===== config.mk =====
export PLATFORM = sky130hd
export DESIGN_NAME = sram_fifo_ctrl
export DESIGN_NICKNAME = d
export VERILOG_FILES = /design/src/rtl/sram_fifo_ctrl.sv
export SDC_FILE = /design/constraint.sdc
export NUM_CORES = 1
export LEC_CHECK = 0
export ABC_AREA = 1
export ABC_CLOCK_PERIOD_IN_PS = 2900
export BUFFER_PORTS_ARGS = -buffer_cell sky130_fd_sc_hd__buf_2
export CORE_UTILIZATION = 50
export CTS_CLUSTER_DIAMETER = 60
export DETAILED_ROUTE_END_ITERATION = 10
export PLACE_DENSITY = 0.89
export SYNTH_ARGS = -nofsm -noshare
export SYNTH_HDL_FRONTEND = slang
export SYNTH_SLANG_ARGS = --single-unit

===== constraint.sdc =====
create_clock -name clk -period 2.9 [get_ports clk]
set_input_delay 0.435 -clock clk [delete_from_list [all_inputs] [get_ports clk]]
set_output_delay 0.435 -clock clk [all_outputs]
set_load 0.05 [all_outputs]

===== src/rtl/sram_fifo_ctrl.sv =====
// FIFO controller that uses a single-port synchronous SRAM as storage.
// The SRAM's registered read data doubles as the one-word output stage.
module sram_fifo_ctrl #(
  parameter int DATA_W = 8,
  parameter int ADDR_W = 8
) (
  input  logic              clk,
  input  logic              rst,
  input  logic [DATA_W-1:0] in_data,
  input  logic              in_valid,
  output logic              in_ready,
  output logic [DATA_W-1:0] out_data,
  output logic              out_valid,
  input  logic              out_ready,
  output logic              sram_cs,
  output logic              sram_we,
  output logic              sram_rd,
  output logic [ADDR_W-1:0] sram_addr,
  output logic [DATA_W-1:0] sram_wdata,
  input  logic [DATA_W-1:0] sram_rdata,
  output logic [ADDR_W:0]   level,
  output logic              full,
  output logic              empty
);

  localparam int              DEPTH     = 2 ** ADDR_W;
  localparam logic [ADDR_W:0] DEPTH_CNT = (ADDR_W + 1)'(DEPTH);
  localparam logic [ADDR_W-1:0] PTR_ONE = (ADDR_W)'(1);
  localparam logic [ADDR_W:0]   CNT_ONE = (ADDR_W + 1)'(1);

  logic [ADDR_W-1:0] wr_ptr_q, wr_ptr_d;
  logic [ADDR_W-1:0] rd_ptr_q, rd_ptr_d;
  logic [ADDR_W:0]   mem_count_q, mem_count_d;
  logic              out_valid_q, out_valid_d;

  logic rd_req;
  logic wr_fire;

  // A read refills the output stage whenever it is empty or being consumed;
  // it always wins the single SRAM port over a pending write.
  assign rd_req   = (mem_count_q != '0) && (!out_valid_q || out_ready);
  assign full     = (mem_count_q == DEPTH_CNT);
  assign in_ready = !rst && !full && !rd_req;
  assign wr_fire  = in_valid && in_ready;

  assign sram_rd    = rd_req;
  assign sram_we    = wr_fire;
  assign sram_cs    = sram_rd | sram_we;
  assign sram_addr  = rd_req ? rd_ptr_q : wr_ptr_q;
  assign sram_wdata = in_data;

  assign out_data  = sram_rdata;
  assign out_valid = out_valid_q;
  assign level     = mem_count_q + {{ADDR_W{1'b0}}, out_valid_q};
  assign empty     = (level == '0);

  always_comb begin
    wr_ptr_d    = wr_ptr_q;
    rd_ptr_d    = rd_ptr_q;
    mem_count_d = mem_count_q;
    if (wr_fire) begin
      wr_ptr_d    = wr_ptr_q + PTR_ONE;
      mem_count_d = mem_count_q + CNT_ONE;
    end else if (rd_req) begin
      rd_ptr_d    = rd_ptr_q + PTR_ONE;
      mem_count_d = mem_count_q - CNT_ONE;
    end
    if (rd_req) begin
      out_valid_d = 1'b1;
    end else if (out_ready) begin
      out_valid_d = 1'b0;
    end else begin
      out_valid_d = out_valid_q;
    end
  end

  // NOTE: state registers use non-blocking assignments so every flop samples
  // the pre-edge values computed above, independent of process ordering.
  always_ff @(posedge clk or posedge rst) begin
    if (rst) begin
      wr_ptr_q    <= '0;
      rd_ptr_q    <= '0;
      mem_count_q <= '0;
      out_valid_q <= 1'b0;
    end else begin
      wr_ptr_q    <= wr_ptr_d;
      rd_ptr_q    <= rd_ptr_d;
      mem_count_q <= mem_count_d;
      out_valid_q <= out_valid_d;
    end
  end

endmodule


==> reports/summary.txt, run 1 <==
Post-Synthesis Cell Area: 1989 um2
cell family contributing the most delay on the critical path: simple AND/OR/NAND/NOR gates
synthesized netlist net count: 304
die boundary height: 65.08 um
setup violation total in the final timing report: 0
sw power: 1.479 mW
number of iterations in the first detailed-routing pass: 4
combinational fraction of design power: 61.5%
run status: complete, no violations
Worst VDD drop: 0.0004136 V
time the final worst path needs with I/O delays and setup: 2.673 ns
Primary FF master, synth: sky130_fd_sc_hd__dfrtp_1
number of buffers added for setup after CTS: 0
share of total power in sequential cells: 27.2%
Reg clk slew, reported paths: 0.09 ns
average footprint of a synthesized cell: 7.314 um2
global-route wire length before repair: 7017 um
CP cell instances: nor2_1 -> nand2_1 -> nor2_2 -> nand2_2 -> nand2_4 -> nand3_4 -> ha_1 -> inv_1 -> o21ai_0 -> nand3_1 -> nand4_1 -> nand2_1 -> nand2_1 -> nand2_1
Max-Slew Margin vs Limit: 32.86%
final count of pins violating max slew: 0
core area: 3744 um2
clock tree from TritonCTS: done
share of layout cells above drive strength 1: 14.49%
data arrival time of the critical path: 2.84 ns
Sw Share: 55.00%
Unique masters post-synth: 23
Num CTS Buffers: 3
GRT Residual Overflow: 0
Power Total: 2.690 mW
ant diodes: 0
unrepaired setup endpoints after global routing: yes
Starting DRT DRC Count: 189
Worst Tran Pin Value: 1.006 ns
antenna violations before repair: 0
via total after detailed routing: 1703
max-cap violation count: 0
number of enable flip-flop cells after synthesis: 0
worst-case clock buffer depth: 2
number of placement rows: 22
detail-routed via count per cell: 5.145
filler cell count: 346
Starting Density: 53.14%
placement-stage cell area: 2037 um2
vias in the first global route: 1682
Finished Layout Cells: 331
io pins: 60
core utilization of the finished layout: 56.65%
count of warnings emitted by yosys: 0
worst setup path category: reg -> reg
Die X-Extent: 65.08 um
post-placement cell count: 327
crit share post-route: 92.18%
count of input and output buffers: 27
GR Util All Layers: 20.77%
CTS sink count: 26
Clk Latency, worst-skew pair: 0.27 ns
final hold violation count: 0
DRC Markers: 0
Pint: 1.211 mW
maximum fanout encountered on the critical timing path: 23
clock power share: 11.3%
setup skew after layout: 0.001680 ns
final-layout setup total negative slack: 0 ns
hold_buf cts: 0
Slowest cell on crit path: sky130_fd_sc_hd__dfrtp_1
Detail Placement HPWL: 3079 um
Final nets: 316
H-tree Lvls: 1
number of synthesized register bits: 26
Syn-to-layout area delta: 6.604%
Final Routed Wirelength: 4037 um
cell repeated most along the worst path: sky130_fd_sc_hd__nand2_1
proportion of register bits with asynchronous set or reset after synthesis: 100.0%
pin count of the biggest net entering global routing: 27
top achievable clock speed: 0.3741 GHz
Hold Path Class: in -> async
CP Buf/Inv Count: 1
Clock Tree Root: sky130_fd_sc_hd__clkbuf_8
Crit path largest cell delay: 0.47 ns
data required time at the worst endpoint: 3.07 ns
kind of launch point of the worst setup path: register
leakage power total: 1.130 nW
total die area: 4235 um2
number of gates resized after CTS: 0
share of synthesized area occupied by flip-flops and latches: 32.70%
CP Capture Type: register
routed length per instance: 12.20 um
Layout Cell Area excl Fill: 2121 um2
antenna violation net count after detailed routing: 0
power density cells: 1268 nW/um2
number of instances in the synthesized netlist: 272
Routability Congestion: 0.9542
[synth_stat cells, drive strengths merged, types with 5 or more instances]
library cell	instances	share of area (%)
nand2	82	16
nor3	5	1.3
nor2	15	3.0
dfrtp	26	33
buf	19	7.5
a21oi	6	1.7
inv	39	7.4
xnor2	5	2.2
nand4	5	1.6
ha	11	6.9
xor2	17	7.5
o21ai	23	5.8
nand3	13	3.9
[layout make-up]
type                    instances  area [um2]  area share (%)
multi-input cells             186        1050           49.50
clock buffers                   3       41.29           1.947
repair buffers                 28       142.6           6.726
flip-flops and latches         26       650.6           30.68
clock inverters                 1       30.03           1.416
inverters                      39       146.4           6.903
well taps                      48       60.06           2.832
[worst paths after layout]
| check | from | to | slack (ns) | cells past startpoint |
|---|---|---|---|---|
| max | mem_count_q[5]$_DFFE_PP0P_ | mem_count_q[8]$_DFFE_PP0P_ | 0.23 | 14 |
| min | rst | mem_count_q[8]$_DFFE_PP0P_ | 0.41 | 2 |
| max reg2reg | mem_count_q[5]$_DFFE_PP0P_ | mem_count_q[8]$_DFFE_PP0P_ | 0.23 | 14 |
| min reg2reg | rd_ptr_q[3]$_DFFE_PP0P_ | rd_ptr_q[3]$_DFFE_PP0P_ | 0.54 | 1 |
| max in group asynchronous | rst | wr_ptr_q[3]$_DFFE_PP0P_ | 1.89 | 2 |
| min in group clk | out_ready | out_valid$_DFFE_PP0P_ | 0.48 | 4 |
[metrics by stage]
step                setup WS [ns]  hold WS [ns]
detailed placement         0.2078        0.5268
CTS                        0.1829        0.4435
global placement           0.3428        0.5129
global route             -0.03134        0.4953
finish                     0.2267        0.4085
floorplan                -0.08939        0.4750
[worst register-to-register path: cells and delay by family, from the launching register on]
| family | cells | cell delay (ns) |
|---|---|---|
| flops | 1 | 0.47 |
| compound gates | 1 | 0.22 |
| simple gates | 11 | 1.36 |
| buf+inv | 1 | 0.07 |
| fa+ha+maj | 1 | 0.44 |
[power groups by stage]
| stage | Combinational (mW) | Clock [mW] | Sequential, mW |
|---|---|---|---|
| 2_1_floorplan | 1.40 | 0 | 0.676 |
| 6_report | 1.65 | 0.305 | 0.732 |
| 3_3_place_gp | 1.59 | 0 | 0.719 |
| 5_1_grt | 1.84 | 0.320 | 0.754 |
| 3_5_place_dp | 1.62 | 0 | 0.727 |
| 4_1_cts | 1.64 | 0.307 | 0.721 |
[sequential cells by signal, summed over array words and instances (netlist names)]
name / flops
mem_count_q: 9
out_valid: 1
rd_ptr_q: 8
wr_ptr_q: 8
[placed cells by master (no fill, tap or decap), types with 5 or more instances in the layout]
master,count
sky130_fd_sc_hd__xnor2_1,5
sky130_fd_sc_hd__nand3_1,12
sky130_fd_sc_hd__nand4_1,5
sky130_fd_sc_hd__o21ai_0,21
sky130_fd_sc_hd__dfrtp_1,26
sky130_fd_sc_hd__nor2_1,13
sky130_fd_sc_hd__a21oi_1,5
sky130_fd_sc_hd__nand2_1,79
sky130_fd_sc_hd__ha_1,10
sky130_fd_sc_hd__buf_2,27
sky130_fd_sc_hd__inv_1,38
sky130_fd_sc_hd__xor2_1,17
sky130_fd_sc_hd__nor3_1,5
[per-layer routing]
| layer | global-route usage, % | vias up | share of wire [%] |
|---|---|---|---|
| met5 | 0 | - | 0 |
| met4 | 8.152 | 0 | 1.2 |
| met3 | 1.585 | 6 | 6.3 |
| met2 | 37.11 | 69 | 49 |
| met1 | 25.69 | 771 | 43 |
| li1 | - | 857 | - |
[cell families (layout without fill, tap and decap cells)]
group                      count (synthesis)  in the layout  synth area share, %
AOI/OAI and AO/OA                         29             29                7.484
xor gates and xnor gates                  22             22                9.685
adders and majority gates                 12             12                7.924
buffers and inverters                     60             71                15.28
DFF                                       26             26                32.70
and+or+nand+nor                          123            123                26.92
Note: power is estimated with default switching activity, not from simulation.
==> run 2: changes to the inputs <==
CORE_ASPECT_RATIO = 0.7   (was unset)
==> reports/summary.txt, run 2 (synthesized netlist as in run 1, its figures left out) <==
core utilization of the finished layout: 57.06% (was 56.65%)
via total after detailed routing: 1718 (was 1703)
Hold Path Class: in -> async (unchanged)
crit share post-route: 91.51% (was 92.18%)
Syn-to-layout area delta: 5.283% (was 6.604%)
hold_buf cts: 0 (unchanged)
Routability Congestion: 0.9003 (was 0.9542)
Clk Latency, worst-skew pair: 0.27 ns (about the same)
Slowest cell on crit path: sky130_fd_sc_hd__dfrtp_1 (unchanged)
Critical Path Source: mem_count_q[0]$_DFFE_PP0P_ (was mem_count_q[5]$_DFFE_PP0P_)
time the final worst path needs with I/O delays and setup: 2.654 ns (was 2.673 ns)
run status: complete, no violations (unchanged)
worst setup margin: 0.2463 ns (was 0.2267 ns)
pin count of the biggest net entering global routing: 27 (unchanged)
count of input and output buffers: 27 (unchanged)
cell repeated most along the worst path: sky130_fd_sc_hd__ha_1 (was sky130_fd_sc_hd__nand2_1)
number of gates resized after CTS: 0 (unchanged)
Num CTS Buffers: 3 (unchanged)
setup skew after layout: 0.005382 ns (was 0.001680 ns)
unrepaired setup endpoints after global routing: no (was yes)
most common library cell in the layout ignoring fill and taps: sky130_fd_sc_hd__nand2_1 (unchanged)
GRT Residual Overflow: 0 (unchanged)
Worst Tran Pin Value: 1.015 ns (was 1.006 ns)
DRC Markers: 0 (unchanged)
post-placement setup slack: 0.2423 ns (was 0.2078 ns)
Detail Placement HPWL: 3287 um (was 3079 um)
routed length per instance: 12.84 um (was 12.20 um)
commonest non-fill, non-tap cells in the layout: sky130_fd_sc_hd__nand2_1, sky130_fd_sc_hd__inv_1, sky130_fd_sc_hd__buf_2 (unchanged)
CP Capture Type: output pin (was register)
max-cap violation count: 0 (unchanged)
power density cells: 1248 nW/um2 (was 1268 nW/um2)
post-placement cell count: 329 (was 327)
maximum fanout encountered on the critical timing path: 5 (was 23)
Die X-Extent: 77.39 um (was 65.08 um)
core area: 3671 um2 (was 3744 um2)
final-layout setup total negative slack: 0 ns (unchanged)
Worst VDD drop: 0.0008434 V (was 0.0004136 V)
share of layout cells above drive strength 1: 14.13% (was 14.49%)
number of buffers added for setup after CTS: 0 (unchanged)
antenna violations before repair: 0 (unchanged)
leading registers by flop count: mem_count_q (9), rd_ptr_q (8), wr_ptr_q (8) (unchanged)
cell family contributing the most delay on the critical path: simple AND/OR/NAND/NOR gates (unchanged)
io pins: 60 (unchanged)
Final Routed Wirelength: 4277 um (was 4037 um)
start of the worst register-to-register path: mem_count_q[5]$_DFFE_PP0P_ (unchanged)
CP Buf/Inv Count: 1 (unchanged)
Starting DRT DRC Count: 114 (was 189)
Final nets: 316 (unchanged)
data arrival time of the critical path: 2.22 ns (was 2.84 ns)
number of flip-flops under the largest register name: 9 (unchanged)
hold slack: 0.4210 ns (was 0.4085 ns)
Clock Tree Root: sky130_fd_sc_hd__clkbuf_8 (unchanged)
antenna violation net count after detailed routing: 0 (unchanged)
setup violation total in the final timing report: 0 (unchanged)
Reg clk slew, reported paths: 0.09 ns (about the same)
number of placement rows: 18 (was 22)
global-route wire length before repair: 7017 um (unchanged)
register with the most flip-flops: mem_count_q (unchanged)
H-tree Lvls: 1 (unchanged)
number of iterations in the first detailed-routing pass: 4 (unchanged)
Max-Slew Margin vs Limit: 32.27% (was 32.86%)
final hold violation count: 0 (unchanged)
top achievable clock speed: 0.3768 GHz (was 0.3741 GHz)
GR Util All Layers: 21.78% (was 20.77%)
leakage power total: 1.123 nW (was 1.130 nW)
Finished Layout Cells: 333 (was 331)
data required time at the worst endpoint: 2.47 ns (was 3.07 ns)
Starting Density: 54.19% (was 53.14%)
kind of launch point of the worst setup path: register (unchanged)
clock tree from TritonCTS: done (unchanged)
worst-case clock buffer depth: 2 (unchanged)
worst setup path category: reg -> out (was reg -> reg)
final count of pins violating max slew: 0 (unchanged)
Crit path largest cell delay: 0.43 ns (was 0.47 ns)
CP cell instances: ha_1 -> ha_1 -> xor2_1 -> nor3_1 -> nand3_1 -> nor2_1 -> nand3b_1 -> nor2_2 -> buf_2 (was nor2_1 -> nand2_1 -> nor2_2 -> nand2_2 -> nand2_4 -> nand3_4 -> ha_1 -> inv_1 -> o21ai_0 -> nand3_1 -> nand4_1 -> nand2_1 -> nand2_1 -> nand2_1)
die boundary height: 54.78 um (was 65.08 um)
vias in the first global route: 1482 (was 1682)
CTS sink count: 26 (unchanged)
total die area: 4239 um2 (was 4235 um2)
detail-routed via count per cell: 5.159 (was 5.145)
ant diodes: 0 (unchanged)
run 2: cell count changes in the layout (fill, tap and decap cells not counted), sizes merged:
cell / previous run / this run
clkbuf: 3 / 4
bufinv: 1 / 0
run 2: final cells by class:
class | instances | area (um2)
Multi-Input combinational cell | 186 | 1037
Sequential cell | 26 | 650.6
Clock buffer | 4 | 55.05
Inverter | 39 | 146.4
Tap cell | 50 | 62.56
Timing Repair Buffer | 28 | 142.6
Fill cell | 331 | 1577
run 2: final timing paths:
check                                             endpoint  slack (ns)  depth (start not counted)
worst max register to register  mem_count_q[8]$_DFFE_PP0P_        0.32                         13
worst min register to register     rd_ptr_q[3]$_DFFE_PP0P_        0.53                          1
max in group asynchronous          wr_ptr_q[2]$_DFFE_PP0P_        1.87                          2
min in group clk                     out_valid$_DFFE_PP0P_        0.52                          4
worst max-delay path                                 empty        0.25                          9
worst min-delay path            mem_count_q[4]$_DFFE_PP0P_        0.42                          2
run 2: worst register-to-register path: stages, from the launching register on:
cell and delay [ns]:
sky130_fd_sc_hd__dfrtp_1 0.47, sky130_fd_sc_hd__nor2_1 0.14, sky130_fd_sc_hd__nand2_1 0.09, sky130_fd_sc_hd__nor2_2 0.16, sky130_fd_sc_hd__a21oi_2 0.10, sky130_fd_sc_hd__nand3_4 0.17, sky130_fd_sc_hd__inv_2 0.16, sky130_fd_sc_hd__fa_1 0.47
sky130_fd_sc_hd__o21ai_1 0.31, sky130_fd_sc_hd__nand2_1 0.12, sky130_fd_sc_hd__nand3_1 0.09, sky130_fd_sc_hd__nand2_1 0.07, sky130_fd_sc_hd__nand3_1 0.08, sky130_fd_sc_hd__nand2_1 0.05
run 2: stage by stage:
step	total power [mW]	area, um2
after floorplan	2.078	1992
after global placement	2.315	2039
after detailed placement	2.357	2039
after CTS	2.602	2095
after global routing	2.849	2095
final	2.614	2095
run 2: metal layers:
metal  global-route usage [%]  vias to the layer above  wire (um)
li1                         -                      859          -
met1                    32.62                      804       2131
met5                        0                        -          0
met2                    32.01                       53       1790
met4                    3.774                        0          9
met3                    5.000                        2        345
run 2: report_power, final:
group | internal [mW] | switching [mW]
clock | 0.121 | 0.115
combinational | 0.490 | 1.17
sequential | 0.524 | 0.192
